File: src/rtl/sched64_pkg.sv
// Shared definitions for the row scheduler.
// Contents: FSM state codes, the default row-buffer depth, the write-address width,
// the buffer-select constants, and a helper that turns a buffer index into a
// one-hot SRAM write enable.
package sched64_pkg;

    localparam int ROW_WORDS_DEF = 64;
    localparam int WADDR_W       = 6;

    typedef enum logic [2:0] {
        ST_IDLE  = 3'd0,
        ST_ISSUE = 3'd1,
        ST_RUN   = 3'd2,
        ST_DONE  = 3'd3,
        ST_FSLD  = 3'd7
    } state_t;

    localparam logic BUF0 = 1'b0;
    localparam logic BUF1 = 1'b1;

    // bit0 -> sram0, bit1 -> sram1; never both
    function automatic logic [1:0] buf_we(input logic sel);
        return (sel == BUF1) ? 2'b10 : 2'b01;
    endfunction

endpackage

File: src/rtl/row_sched64_if.sv
// Bundle of the row scheduler's control and data signals.
// slave  : the scheduler side (takes start/cfg_rows/ld_valid/mac_done, drives the rest)
// master : the environment side (DMA, MAC array, layer controller)
// Signals:
//   start, cfg_rows          layer request and row count
//   ld_valid, ld_ready       DMA load-word handshake
//   sram_we, sram_waddr      row-buffer write port (one-hot buffer select)
//   mac_start, mac_buf_sel   MAC array kick-off and source buffer
//   mac_done                 MAC array row completion
//   busy, done, curr_row     layer status
//   outmast_curr_state       raw FSM state
interface row_sched64_if #(
    parameter int ROW_W = 8
);
    import sched64_pkg::*;

    logic               start;
    logic [ROW_W-1:0]   cfg_rows;
    logic               ld_valid;
    logic               ld_ready;
    logic [1:0]         sram_we;
    logic [WADDR_W-1:0] sram_waddr;
    logic               mac_start;
    logic               mac_buf_sel;
    logic               mac_done;
    logic               busy;
    logic               done;
    logic [ROW_W-1:0]   curr_row;
    logic [2:0]         outmast_curr_state;

    modport slave (
        input  start, cfg_rows, ld_valid, mac_done,
        output ld_ready, sram_we, sram_waddr, mac_start, mac_buf_sel,
               busy, done, curr_row, outmast_curr_state
    );

    modport master (
        output start, cfg_rows, ld_valid, mac_done,
        input  ld_ready, sram_we, sram_waddr, mac_start, mac_buf_sel,
               busy, done, curr_row, outmast_curr_state
    );

endinterface

File: src/rtl/ld_cnt64.sv
// Load-word counter shared by the first-row fill and the per-row preload.
// Ports:
//   clk, reset  clock, async active-high reset
//   clr         synchronous clear (dominates inc)
//   inc         count one accepted word
//   cnt         current word index, doubles as the SRAM write address
//   tc          high while cnt is on the last word of a row buffer
// The count wraps to 0 after the last word, so a completed row leaves it ready
// for the next fill without an explicit clear.
module ld_cnt64
    import sched64_pkg::*;
#(
    parameter int ROW_WORDS = ROW_WORDS_DEF
) (
    input  logic               clk,
    input  logic               reset,
    input  logic               clr,
    input  logic               inc,
    output logic [WADDR_W-1:0] cnt,
    output logic               tc
);

    localparam logic [WADDR_W-1:0] LAST = WADDR_W'(ROW_WORDS - 1);

    assign tc = (cnt == LAST);

    always_ff @(posedge clk or posedge reset) begin
        if (reset) begin
            cnt <= '0;
        end else if (clr) begin
            cnt <= '0;
        end else if (inc) begin
            cnt <= tc ? '0 : cnt + 1'b1;
        end
    end

endmodule

File: src/rtl/row_sched64.sv
// Double-buffered row scheduler for a MAC array.
// A layer is cfg_rows rows. Row 0 is first loaded into sram0 (FSLD); each row is
// then computed by the MAC array from the current buffer while the next row is
// preloaded into the other buffer. The buffers swap each row.
// Ports:
//   clk, reset  clock, async active-high reset
//   bus         row_sched64_if.slave (see interface file for the signal list)
//
// state  | meaning
// -------+---------------------------------------------------------------
// IDLE   | waiting for start; start with zero rows pulses done and stays
// FSLD   | first fill of the current buffer with ROW_WORDS words
// ISSUE  | one cycle: mac_start on the current buffer, clear preload state
// RUN    | MAC busy on current row; preload next row into the other buffer
// DONE   | one cycle: done pulse, then back to IDLE
module row_sched64
    import sched64_pkg::*;
#(
    parameter int ROW_WORDS = ROW_WORDS_DEF,
    parameter int ROW_W     = 8
) (
    input  logic          clk,
    input  logic          reset,
    row_sched64_if.slave  bus
);

    state_t             state;
    logic [ROW_W-1:0]   rows;
    logic [ROW_W-1:0]   row_idx;
    logic               buf_ptr;
    logic               mac_seen;
    logic               pre_full;
    logic               mac_start_r;
    logic               done_r;

    logic [ROW_W-1:0]   rows_m1;
    logic               last_row;
    logic               ld_rdy;
    logic               hs;
    logic               word_last;
    logic               tgt_buf;
    logic               cnt_clr;
    logic               run_exit;
    logic [WADDR_W-1:0] cnt;
    logic               cnt_tc;

    assign rows_m1  = rows - 1'b1;
    assign last_row = (row_idx == rows_m1);

    // The final row has nothing left to preload.
    assign ld_rdy = (state == ST_FSLD) ||
                    ((state == ST_RUN) && (row_idx < rows_m1) && !pre_full);

    assign hs        = bus.ld_valid && ld_rdy;
    assign word_last = hs && cnt_tc;
    assign tgt_buf   = (state == ST_FSLD) ? buf_ptr : ~buf_ptr;
    assign cnt_clr   = (state == ST_IDLE) || (state == ST_ISSUE);

    // mac_done and the last preload word may land in the same cycle; both are
    // looked at combinationally so that case exits immediately.
    assign run_exit = (state == ST_RUN) &&
                      (mac_seen || bus.mac_done) &&
                      (pre_full || word_last || last_row);

    ld_cnt64 #(
        .ROW_WORDS (ROW_WORDS)
    ) u_ld_cnt (
        .clk   (clk),
        .reset (reset),
        .clr   (cnt_clr),
        .inc   (hs),
        .cnt   (cnt),
        .tc    (cnt_tc)
    );

    always_ff @(posedge clk or posedge reset) begin
        if (reset) begin
            state       <= ST_IDLE;
            rows        <= '0;
            row_idx     <= '0;
            buf_ptr     <= BUF0;
            mac_seen    <= 1'b0;
            pre_full    <= 1'b0;
            mac_start_r <= 1'b0;
            done_r      <= 1'b0;
        end else begin
            mac_start_r <= 1'b0;
            done_r      <= 1'b0;
            case (state)
                ST_IDLE: begin
                    if (bus.start) begin
                        if (bus.cfg_rows != '0) begin
                            rows     <= bus.cfg_rows;
                            row_idx  <= '0;
                            buf_ptr  <= BUF0;
                            mac_seen <= 1'b0;
                            pre_full <= 1'b0;
                            state    <= ST_FSLD;
                        end else begin
                            done_r <= 1'b1;
                        end
                    end
                end
                ST_FSLD: begin
                    if (word_last) begin
                        mac_start_r <= 1'b1;
                        state       <= ST_ISSUE;
                    end
                end
                ST_ISSUE: begin
                    mac_seen <= 1'b0;
                    pre_full <= 1'b0;
                    state    <= ST_RUN;
                end
                ST_RUN: begin
                    if (bus.mac_done) begin
                        mac_seen <= 1'b1;
                    end
                    if (word_last) begin
                        pre_full <= 1'b1;
                    end
                    if (run_exit) begin
                        if (last_row) begin
                            done_r <= 1'b1;
                            state  <= ST_DONE;
                        end else begin
                            buf_ptr     <= ~buf_ptr;
                            row_idx     <= row_idx + 1'b1;
                            mac_start_r <= 1'b1;
                            state       <= ST_ISSUE;
                        end
                    end
                end
                ST_DONE: begin
                    state <= ST_IDLE;
                end
                default: begin
                    state <= ST_IDLE;
                end
            endcase
        end
    end

    assign bus.ld_ready           = ld_rdy;
    assign bus.sram_we            = hs ? buf_we(tgt_buf) : 2'b00;
    assign bus.sram_waddr         = cnt;
    assign bus.mac_start          = mac_start_r;
    assign bus.mac_buf_sel        = buf_ptr;
    assign bus.busy               = (state != ST_IDLE);
    assign bus.done               = done_r;
    assign bus.curr_row           = row_idx;
    assign bus.outmast_curr_state = state;

endmodule

File: src/flat_wrapper.sv
// flat-port wrapper written by rule: the top's interface ports become plain ports
module row_sched64_flat import sched64_pkg::*;
#(
    parameter int ROW_WORDS = ROW_WORDS_DEF,
    parameter int ROW_W     = 8
)
  (clk, reset, bus_start, bus_cfg_rows, bus_ld_valid, bus_mac_done, bus_ld_ready, bus_sram_we, bus_sram_waddr, bus_mac_start, bus_mac_buf_sel, bus_busy, bus_done, bus_curr_row, bus_outmast_curr_state);
  row_sched64_if #(.ROW_W(ROW_W)) bus_i ();
  input  logic clk;
  input  logic reset;
  input wire logic [$bits(bus_i.start)-1:0] bus_start;
  input wire logic [$bits(bus_i.cfg_rows)-1:0] bus_cfg_rows;
  input wire logic [$bits(bus_i.ld_valid)-1:0] bus_ld_valid;
  input wire logic [$bits(bus_i.mac_done)-1:0] bus_mac_done;
  output wire logic [$bits(bus_i.ld_ready)-1:0] bus_ld_ready;
  output wire logic [$bits(bus_i.sram_we)-1:0] bus_sram_we;
  output wire logic [$bits(bus_i.sram_waddr)-1:0] bus_sram_waddr;
  output wire logic [$bits(bus_i.mac_start)-1:0] bus_mac_start;
  output wire logic [$bits(bus_i.mac_buf_sel)-1:0] bus_mac_buf_sel;
  output wire logic [$bits(bus_i.busy)-1:0] bus_busy;
  output wire logic [$bits(bus_i.done)-1:0] bus_done;
  output wire logic [$bits(bus_i.curr_row)-1:0] bus_curr_row;
  output wire logic [$bits(bus_i.outmast_curr_state)-1:0] bus_outmast_curr_state;
  assign bus_i.start = bus_start;
  assign bus_i.cfg_rows = bus_cfg_rows;
  assign bus_i.ld_valid = bus_ld_valid;
  assign bus_i.mac_done = bus_mac_done;
  assign bus_ld_ready = bus_i.ld_ready;
  assign bus_sram_we = bus_i.sram_we;
  assign bus_sram_waddr = bus_i.sram_waddr;
  assign bus_mac_start = bus_i.mac_start;
  assign bus_mac_buf_sel = bus_i.mac_buf_sel;
  assign bus_busy = bus_i.busy;
  assign bus_done = bus_i.done;
  assign bus_curr_row = bus_i.curr_row;
  assign bus_outmast_curr_state = bus_i.outmast_curr_state;
  row_sched64 #(.ROW_WORDS(ROW_WORDS), .ROW_W(ROW_W)) u_core (.clk(clk), .reset(reset), .bus(bus_i));
endmodule
File: config.mk
export PLATFORM = sky130hd
export DESIGN_NAME = row_sched64_flat
export DESIGN_NICKNAME = d
export VERILOG_FILES = /design/src/rtl/sched64_pkg.sv /design/src/rtl/row_sched64_if.sv /design/src/rtl/ld_cnt64.sv /design/src/rtl/row_sched64.sv /design/src/flat_wrapper.sv
export SDC_FILE = /design/constraint.sdc
export NUM_CORES = 1
export LEC_CHECK = 0
export BUFFER_PORTS_ARGS = -buffer_cell sky130_fd_sc_hd__buf_2
export CAP_MARGIN = 40
export CORE_MARGIN = 5
export CORE_UTILIZATION = 30
export CTS_CLUSTER_DIAMETER = 80
export CTS_CLUSTER_SIZE = 24
export DETAILED_ROUTE_END_ITERATION = 12
export PLACE_DENSITY = 0.47
export RECOVER_POWER = 50
export SLEW_MARGIN = 20
export SYNTH_ARGS = -nofsm -noshare
export SYNTH_HDL_FRONTEND = slang
export SYNTH_SLANG_ARGS = --single-unit
File: constraint.sdc
create_clock -name clk -period 6.7 [get_ports clk]
set_input_delay 2.01 -clock clk [delete_from_list [all_inputs] [get_ports clk]]
set_output_delay 2.01 -clock clk [all_outputs]
set_load 0.03 [all_outputs]
==> impl_metrics.ini <==
[timing]
worst_slack_ns = 1.62
period_minus_slack_ns = 5.08
clock.fmax_mhz = 197
max_slew_margin_pct = -11.3
worst_pin_slew_ns = 1.67
finClkSkew_ns = 0.00620
post-route-period-util_pct = 75.8
setup_tns_ns = 0
rsz0062_at_grt = no
setup_viol = 0
hold_viol = 0
slew_violations = 31
whs_ns = 0.508

[cts]
cts_sinks = 30
clock_tree.buffer_depth = 2
cts_setup_buffers = 0
htreeDepth = 2
cts_resized = 0
cts_buffers = 5
path_clk_slew_ns = 0.07
ctsHoldBuffers = 0
clk_latency_ns = 0.28
root_buffer = clkbuf_8
tritoncts = yes

[pwr]
cellLeakagePower_nw = 1.04
irDropWorstVdd_v = 0.000163
power.density_nw_per_um2 = 478
clkPwrFrac_pct = 13.6
p_int_mw = 0.590
total_power_mw = 1.14
switching_share_pct = 48.2
sequentialPowerShare_pct = 29.7
p_comb_share_pct = 56.7
power.switching_mw = 0.550

[floorplan]
core_area_sq_um = 6760
io_pins = 37
dieWidth_um = 93.0
rows = 30
die_area_sq_um = 8650
die_y_um = 93.0
start_util_pct = 30.6

[setup_path]
path_class = register to output port
start_kind = register
slowest_delay_ns = 0.39
crit_chain = inv_1, ha_1, nand2_1, nor3_1, xnor2_1, ha_1, and4_1, o211ai_1, and4_1, nor2_1, nor2_1, buf_2
critPathArrivalTime_ns = 3.07
critPathTopFamily = simple AND/OR/NAND/NOR gates
cp-end-kind = output port
crit_path_max_fanout = 6
r2r_cells = 11
path_buf_inv = 2
timing.rr.start = u_core.rows[0]$_DFFE_PP0P_
reg2reg_to = u_core.bus.mac_start$_DFF_PP0_
cp_slowest_cell = dfrtp_1
required_ns = 4.69
cp.depth = 12
r2r_slack_ns = 3.28

[logic_synthesis]
async_reset_ff_share_pct = 100
synth-adder-area-share_pct = 6.65
avgSynthCellArea_sq_um = 9.85
ys_seq_area_share_pct = 36.3
synth_compound_area_share_pct = 22.7
yosysWarnings = 0
syn_area_sq_um = 2070
synth_top_family_by_area = simple AND/OR/NAND/NOR gates
yosysUniqueCellTypes = 56
synth.net_count = 234
synth_cells = 210
synth_edf_count = 0
ys_ff_latch = 30
synthMuxAreaShare_pct = 5.32
synth_xor_area_share_pct = 2.96
synth-simple-area-share_pct = 22.8
ys.flop_type = dfrtp_1

[layout]
final_common_cell = dfrtp_1
final_nets = 271
diodes = 0
drive_gt1_share_pct = 27.4
area_delta_synth_final_pct = 15.3
mostFrequentLayoutCells = 30 x dfrtp_1, 29 x buf_2, 17 x nand2_1
fin_area_sq_um = 2380

[placed_design]
placed_area_sq_um = 2320
gp_congestion = 0.841
io_buffers = 36
hpwlAfterDp_um = 3910
dp_slack_ns = 1.72

[global_routing]
grt_first_pass_wirelength_um = 9050
grt_max_degree = 31
first_global_vias = 1788
grt_overflow = 0
antenna_found_initial = 0
grt_use_total_pct = 13.1

[routing]
wire_per_inst_um = 16.2
vias = 1805
firstDrtPassIters = 4
via_per_inst = 5.50
wl_um = 5320
drt_iter0_drc = 100
detail-route-antenna-nets = 0
route.detailed.drc = 0

[hold_path]
hold_path.class = register to register
worstHoldEndpoint = u_core.mac_seen$_DFFE_PP0P_
hp-start = u_core.mac_seen$_DFFE_PP0P_
min_path_cells = 1

[run]
drv_cap = 1

[status]
failed_checks = max-capacitance violations, max-slew violations
status = finished, violations left
Yosys cell counts (3+ instances only):
library cell / number / area (sq um)
dfrtp_1: 30 / 751
nand2_1: 17 / 63.8
a21oi_1: 11 / 55.1
ha_1: 11 / 138
nor2_1: 11 / 41.3
o21ai_0: 11 / 55.1
inv_1: 8 / 30.0
mux2_2: 8 / 90.1
nand3_1: 8 / 40.0
a221oi_1: 7 / 61.3
and2_2: 6 / 45.0
xnor2_1: 6 / 52.6
and3_1: 5 / 31.3
a31o_2: 3 / 26.3
and2_1: 3 / 18.8
and4_1: 3 / 26.3
clkbuf_1: 3 / 11.3
nor2b_1: 3 / 18.8
nor3_1: 3 / 15.0
nor4_1: 3 / 18.8
o2bb2ai_1: 3 / 26.3
o41ai_1: 3 / 26.3
flip-flops by register name, indices dropped and copies added, names as in the netlist:
| register | count |
|---|---|
| u_core.bus.mac_buf_sel | 1 |
| u_core.bus.outmast_curr_state | 3 |
| u_core.rows | 8 |
| u_core.bus.mac_start | 1 |
| u_core.mac_seen | 1 |
| u_core.bus.curr_row | 8 |
| u_core.pre_full | 1 |
| u_core.bus.done | 1 |
| u_core.u_ld_cnt.cnt | 6 |
power groups by stage:
stage | Sequential, mW | Combinational (mW) | Clock [mW]
finish | 0.339 | 0.646 | 0.155
global route | 0.351 | 0.716 | 0.170
CTS | 0.339 | 0.662 | 0.163
detailed placement | 0.343 | 0.659 | 0
global placement | 0.341 | 0.656 | 0
floorplan | 0.366 | 0.472 | 0
per-layer routing:
layer	vias up	wire length (um)	track usage, %
met3	8	283	3.30
met2	53	2480	20.9
met1	869	2480	17.6
met5	-	0	0
met4	0	70	3.54
li1	875	-	-
cell families (layout without fill, tap and decap cells):
kind of cell,count (synthesis),count (layout)
compound gates,60,60
xor+xnor,7,7
fa+ha+maj,11,11
buf+inv,15,53
flops,30,30
mux,10,10
simple gates,77,77
worst max-delay path by stage:
stage                                     from        endpoint  slack [ns]
detailed placement                bus_ld_valid  bus_sram_we[1]        1.72
floorplan                         bus_ld_valid  bus_sram_we[1]        1.79
global placement                  bus_ld_valid  bus_sram_we[0]        1.73
finish              u_core.rows[0]$_DFFE_PP0P_  bus_sram_we[0]        1.62
global route        u_core.rows[0]$_DFFE_PP0P_  bus_sram_we[1]        1.33
CTS                               bus_ld_valid  bus_sram_we[1]        1.72
area by class of cell:
class | count | area (sq um)
fillers | 710 | 4370
clock inverters | 1 | 5.00
clock buffers | 7 | 86.3
flip-flops and latches | 30 | 751
repair buffers | 37 | 175
multi-input cells | 165 | 1240
well taps | 80 | 100
inverters | 8 | 30.0
per-stage QoR:
step	std cells	utilization, %
floorplan	210	-
global placement	320	34.3
detailed placement	320	34.3
CTS	328	35.7
global route	328	35.3
finish	328	35.3
Power figures use the tool's default switching activity.
